--- config.mk ---
export PLATFORM = sky130hd
export DESIGN_NAME = fc1_act_serializer
export DESIGN_NICKNAME = d
export VERILOG_FILES = /design/src/rtl/fc1_act_serializer_pkg.sv /design/src/rtl/fc1_act_serializer_relu_quant.sv /design/src/rtl/fc1_act_serializer.sv
export SDC_FILE = /design/constraint.sdc
export NUM_CORES = 1
export LEC_CHECK = 0
export ABC_AREA = 0
export CELL_PAD_IN_SITES_DETAIL_PLACEMENT = 1
export CELL_PAD_IN_SITES_GLOBAL_PLACEMENT = 1
export CORE_UTILIZATION = 35
export DETAILED_ROUTE_END_ITERATION = 7
export PLACE_DENSITY_LB_ADDON = 0.1
export REMOVE_ABC_BUFFERS = 1
export SETUP_SLACK_MARGIN = 0.02
export SLEW_MARGIN = 20
export SYNTH_ARGS = -nofsm -noshare
export SYNTH_HDL_FRONTEND = slang
export SYNTH_SLANG_ARGS = --single-unit
--- constraint.sdc ---
create_clock -name clk -period 2.6 [get_ports clk]
set_clock_uncertainty 0.15 [all_clocks]
set_input_delay 0.52 -clock clk [delete_from_list [all_inputs] [get_ports clk]]
set_output_delay 0.52 -clock clk [all_outputs]
set_load 0.005 [all_outputs]
--- src/rtl/fc1_act_serializer_pkg.sv ---
// rtl/fc1_act_serializer_pkg.sv - shared FC1 geometry and quantisation defaults for the CNN core
package fc1_act_serializer_pkg;

    localparam int FC1_CO     = 3;
    localparam int FC1_ACC_BW = 24;
    localparam int FC1_B_BW   = 16;
    localparam int FC1_OUT_BW = 8;
    localparam int FC1_SHIFT  = 7;
    localparam int FC1_NGROUP = 16;

endpackage

--- src/rtl/fc1_act_serializer_relu_quant.sv ---
// rtl/fc1_act_serializer_relu_quant.sv - one lane of bias add, ReLU and saturating requantisation
module fc_relu_quant
    import fc1_act_serializer_pkg::*;
#(
    parameter int ACC_BW = FC1_ACC_BW,
    parameter int B_BW   = FC1_B_BW,
    parameter int OUT_BW = FC1_OUT_BW,
    parameter int SHIFT  = FC1_SHIFT
) (
    input  logic [ACC_BW-1:0] i_acc,
    input  logic [B_BW-1:0]   i_bias,
    output logic [OUT_BW-1:0] o_act
);

    logic signed [ACC_BW:0] sum;
    logic        [ACC_BW:0] shifted;

    // One guard bit keeps acc + bias exact for any input pair.
    assign sum = $signed({i_acc[ACC_BW-1], i_acc})
               + $signed({{(ACC_BW + 1 - B_BW){i_bias[B_BW-1]}}, i_bias});

    always_comb begin
        shifted = sum >>> SHIFT;
        if (sum[ACC_BW]) begin
            o_act = '0;
        end else if (|shifted[ACC_BW:OUT_BW]) begin
            o_act = '1;
        end else begin
            o_act = shifted[OUT_BW-1:0];
        end
    end

endmodule

--- src/rtl/fc1_act_serializer.sv ---
// rtl/fc1_act_serializer.sv - turns FC1 accumulator beats into a ready/valid stream of activations
module fc1_act_serializer
    import fc1_act_serializer_pkg::*;
#(
    parameter int CO     = FC1_CO,
    parameter int ACC_BW = FC1_ACC_BW,
    parameter int B_BW   = FC1_B_BW,
    parameter int OUT_BW = FC1_OUT_BW,
    parameter int SHIFT  = FC1_SHIFT,
    parameter int NGROUP = FC1_NGROUP,
    // Bias ROM image (contents of fc1_bias.mem), entry n at [n*B_BW +: B_BW].
    parameter logic [CO*NGROUP*B_BW-1:0] BIAS_INIT = '0
) (
    input  logic                          clk,
    input  logic                          reset_n,
    input  logic                          i_in_valid,
    input  logic [CO*ACC_BW-1:0]          i_in_acc,
    output logic                          o_ot_valid,
    input  logic                          i_ot_ready,
    output logic [OUT_BW-1:0]             o_ot_data,
    output logic [$clog2(CO*NGROUP)-1:0]  o_ot_idx,
    output logic                          o_ot_last,
    output logic                          o_busy,
    output logic                          o_overrun
);

    localparam int NB    = CO * NGROUP;
    localparam int IDX_W = $clog2(NB);
    localparam int LW    = (CO > 1) ? $clog2(CO) : 1;
    localparam int GW    = (NGROUP > 1) ? $clog2(NGROUP) : 1;

    typedef enum logic [1:0] {
        ST_IDLE,
        ST_CALC,
        ST_SEND
    } state_e;

    state_e             state_q, state_d;
    logic [GW-1:0]      group_q, group_d;
    logic [LW-1:0]      lane_q, lane_d;
    logic [ACC_BW-1:0]  acc_q [CO];
    logic [ACC_BW-1:0]  acc_d [CO];
    logic [OUT_BW-1:0]  obuf_q [CO];
    logic [OUT_BW-1:0]  obuf_d [CO];
    logic               overrun_q, overrun_d;

    logic [B_BW-1:0]    bias_rom [NB];
    logic [OUT_BW-1:0]  act [CO];
    logic [IDX_W-1:0]   base_idx;

    assign base_idx = IDX_W'(group_q) * IDX_W'(CO);

    for (genvar b = 0; b < NB; b++) begin : g_rom
        assign bias_rom[b] = BIAS_INIT[b*B_BW +: B_BW];
    end

    for (genvar k = 0; k < CO; k++) begin : g_lane
        logic [IDX_W-1:0] bidx;
        assign bidx = base_idx + IDX_W'(k);

        fc_relu_quant #(
            .ACC_BW (ACC_BW),
            .B_BW   (B_BW),
            .OUT_BW (OUT_BW),
            .SHIFT  (SHIFT)
        ) u_relu_quant (
            .i_acc  (acc_q[k]),
            .i_bias (bias_rom[bidx]),
            .o_act  (act[k])
        );
    end

    always_comb begin
        state_d   = state_q;
        group_d   = group_q;
        lane_d    = lane_q;
        overrun_d = overrun_q;
        for (int k = 0; k < CO; k++) begin
            acc_d[k]  = acc_q[k];
            obuf_d[k] = obuf_q[k];
        end

        case (state_q)
            ST_IDLE: begin
                if (i_in_valid) begin
                    for (int k = 0; k < CO; k++) begin
                        acc_d[k] = i_in_acc[k*ACC_BW +: ACC_BW];
                    end
                    state_d = ST_CALC;
                end
            end
            ST_CALC: begin
                for (int k = 0; k < CO; k++) begin
                    obuf_d[k] = act[k];
                end
                lane_d  = '0;
                state_d = ST_SEND;
            end
            ST_SEND: begin
                if (i_ot_ready) begin
                    if (lane_q == LW'(CO - 1)) begin
                        lane_d  = '0;
                        group_d = (group_q == GW'(NGROUP - 1)) ? '0 : group_q + 1'b1;
                        state_d = ST_IDLE;
                    end else begin
                        lane_d = lane_q + 1'b1;
                    end
                end
            end
            default: state_d = ST_IDLE;
        endcase

        // A beat arriving outside IDLE, including on the final handshake, is lost.
        if (i_in_valid && (state_q != ST_IDLE)) begin
            overrun_d = 1'b1;
        end
    end

    always_ff @(posedge clk or negedge reset_n) begin
        if (!reset_n) begin
            state_q   <= ST_IDLE;
            group_q   <= '0;
            lane_q    <= '0;
            overrun_q <= 1'b0;
            for (int k = 0; k < CO; k++) begin
                acc_q[k]  <= '0;
                obuf_q[k] <= '0;
            end
        end else begin
            state_q   <= state_d;
            group_q   <= group_d;
            lane_q    <= lane_d;
            overrun_q <= overrun_d;
            for (int k = 0; k < CO; k++) begin
                acc_q[k]  <= acc_d[k];
                obuf_q[k] <= obuf_d[k];
            end
        end
    end

    assign o_ot_valid = (state_q == ST_SEND);
    assign o_ot_data  = o_ot_valid ? obuf_q[lane_q] : '0;
    assign o_ot_idx   = o_ot_valid ? base_idx + IDX_W'(lane_q) : '0;
    assign o_ot_last  = o_ot_valid && (group_q == GW'(NGROUP - 1)) && (lane_q == LW'(CO - 1));
    assign o_busy     = (state_q != ST_IDLE);
    assign o_overrun  = overrun_q;

endmodule
==> results of run 1 <==
==> sequential cells by signal, summed over array words and instances (netlist names) <==
| signal | flops |
|---|---|
| acc_q | 51 |
| obuf_q | 24 |
| group_q | 4 |
| lane_q | 2 |
| state_q | 2 |
| o_overrun | 1 |
==> layout make-up <==
class	count	area, um^2
Multi-Input combinational cell	229	1790
Fill cell	1176	5530
Timing Repair Buffer	104	978
Clock buffer	10	138
Sequential cell	84	2100
Tap cell	140	175
Inverter	10	40.0
Clock inverter	5	36.3
==> routing by layer <==
layer / global-route usage / wire [um] / vias to the layer above / part of all wire
li1: - / - / 1369 / -
met5: 0 / 0 / - / 0
met3: 0.0377 / 386 / 6 / 0.044
met4: 0.0616 / 87 / 0 / 0.0098
met1: 0.217 / 3980 / 1415 / 0.45
met2: 0.285 / 4380 / 51 / 0.50
==> where the power goes <==
part	leakage (nW)	switching, mW	internal (mW)
sequential	1.01	0.422	1.93
clock	0.0808	0.464	0.369
combinational	1.17	1.02	1.28
total	2.26	1.91	3.59
==> cell families after synthesis <==
group                      after synthesis
AOI/OAI and AO/OA                       47
buffers and inverters                   26
muxes                                   60
DFF                                     84
xor gates and xnor gates                 3
and+or+nand+nor                        110
adders and majority gates                9
==> worst min-delay path by stage <==
stage,startpoint,end,slack [ns],cells after the start
after floorplan,reset_n,acc_q[10],0.07,0
after global placement,o_overrun,o_overrun,0.29,1
after detailed placement,o_overrun,o_overrun,0.30,1
after CTS,o_overrun,o_overrun,0.32,1
after global routing,o_overrun,o_overrun,0.33,1
final,o_overrun,o_overrun,0.31,1
==> stage by stage <==
step	instances	utilization	area (um^2)
2_1_floorplan	323	-	3790
3_3_place_gp	558	0.452	4880
6_report	582	0.488	5260
3_5_place_dp	558	0.452	4880
5_1_grt	582	0.488	5260
4_1_cts	578	0.479	5170
==> critical path: stages (launching register included) <==
cell and delay, ns:
dfrtp_1 0.43, ha_4 0.19, inv_4 0.05, fa_2 0.44, or3_4 0.43, o31ai_4 0.17, nor3b_2 0.18, buf_2 0.13
==> layout by cell type (no fill, tap or decap), types with 10 or more instances in the layout <==
master / instances
a21oi_1: 10
buf_4: 23
clkbuf_8: 10
clkdlybuf4s50_1: 57
dfrtp_1: 84
mux2_2: 47
nand2_1: 37
nor2_1: 45
o31ai_1: 25
==> repair_timing <==
item,CTS,global route
endpoints found under the hold margin,35,0
gates resized for setup,46,27
pin swaps,15,10
hold buffers,1,0
setup buffers,5,4
setup endpoints to repair,15,10
==> summary.txt, run 1 <==
Outcome
  • Status: finished with violations
  • Failing checks: setup timing

Floorplan
  • Initial Util: 0.359
  • Chip Height: 107 um
  • Num rows: 38
  • Die outline area: 11,500 um^2
  • I/O pin count: 94
  • Core area: roughly 11,000 um^2
  • Chip width: 107 um

Clock network
  • Clk_lat worst skew: 0.34 ns
  • Total CTS buffers: 9
  • Maximum clock insertion buffer count: 2
  • TritonCTS Sinks: 84
  • TritonCTS clock tree: done
  • H-tree Lvls: 3
  • Clock root cell: clkbuf_8
  • Clock Pin Slew Worst Setup and Hold Paths: 0.09 ns

Synth
  • Syn avg cell area: 11.4 um^2
  • EDFF count, synth: 0
  • Complex-gate fraction of the synthesized area: 0.0811
  • Most used flip-flop cell after synthesis: dfrtp_1
  • Ranking of synthesized cells by area: dfrtp_1 54%, mux2_2 14%, o31ai_1 5.0%, nor2_1 4.5%, nand2_1 3.6%
  • Cells after Synth: 339
  • Async SR Flop Fraction: 1.00
  • Most frequent cell after synthesis: dfrtp_1
  • Synth top area share: 0.543
  • Synth Area in Adders: 0.0330
  • Post-Synthesis Cell Area: about 3900 um^2
  • XOR/XNOR Fraction of Synth Area: 0.0103
  • Flip-flop and latch count after synthesis: between 80 and 90
  • Mux cell area share after synthesis: 0.172
  • Sequential cell area fraction in the yosys report: 0.543
  • Simple-gate share of the synthesized area: 0.130
  • Largest family of logic cells by synthesized area: multiplexers
  • Area leader, netlist: dfrtp_1
  • Synth unique cells: 36
  • Yosys warnings: 0
  • Commonest cells post-synth: 84 x dfrtp_1, 47 x mux2_2, 46 x nor2_1

Cells and area
  • Area grow syn2layout: 35.9%
  • Diodes inserted: 0
  • Share of cells above drive strength 1: 0.290
  • Total Nets Final: 523

Setup path
  • R2r setup slk: 0.75 ns
  • Worst setup path endpoint: o_ot_idx[5]
  • Setup crit start kind: flip-flop
  • CP max FO: 2
  • CP arrival: 2.36 ns
  • R2R cell count: 4
  • CP Class: reg -> out
  • Worst R2R Start: state_q[0]
  • WP data required: 1.93 ns
  • Setup crit end kind: primary output
  • FF-to-FF End: acc_q[47]
  • Worst Setup SP: group_q[1]

Timing
  • Fmax: 330 MHz
  • Worst setup margin: -0.434 ns
  • Setup Viol. Count Final: 4
  • Slew Limit Fails: 0
  • Fin Hold WS: about 0.31 ns
  • Fin. Hold Viols: 0
  • Fin crit share: 1.17
  • RSZ-0062 raised after global routing: yes
  • Crit path time final: about 3.0 ns
  • Setup TNS: -1.31 ns
  • Relative slew slack: 0.623
  • Actual slew at the worst max-slew pin: 0.560 ns

Detailed routing
  • Residual DRC: 0
  • DR WL/cell: 15.2 um
  • DR iter-0 viols: 64
  • TritonRoute pass-1 iters: 4
  • Antenna-violating nets left: 0
  • DRT Wirelength: around 8800 um
  • DR vias/cell: ~4.9
  • Via Count: 2,841

Global routing
  • Aggregate global-route resource usage: 0.171
  • Antenna violations before repair: 0
  • Gr ovfl total: 0
  • Vias in the first global route: 3,120
  • First-pass GRT wire length: roughly 15,000 um
  • Largest net degree at the start of global routing: 53

Placement
  • Port-buffer cells: 72
  • HPWL after DPL: roughly 6200 um
  • Gp weighted congestion: just over 0.7
  • DP Worst Slack: -0.531 ns

Pwr
  • P_leak: 2.26 nW
  • Total power draw: 5.50 mW
  • Worst VDD drop: 0.642 mV
  • Pwr/cell area: around 1000 nW/um^2

Hold path
  • Hold Crit Class: reg -> reg

Job
  • Max-Cap Viols: 0
Note: power is estimated with default switching activity, not from simulation.
==> run 2, diff against run 1 <==
- SLEW_MARGIN: 20 -> not set
==> results of run 2 <==
The final DEF is identical to that of run 1; final timing and power are the same.
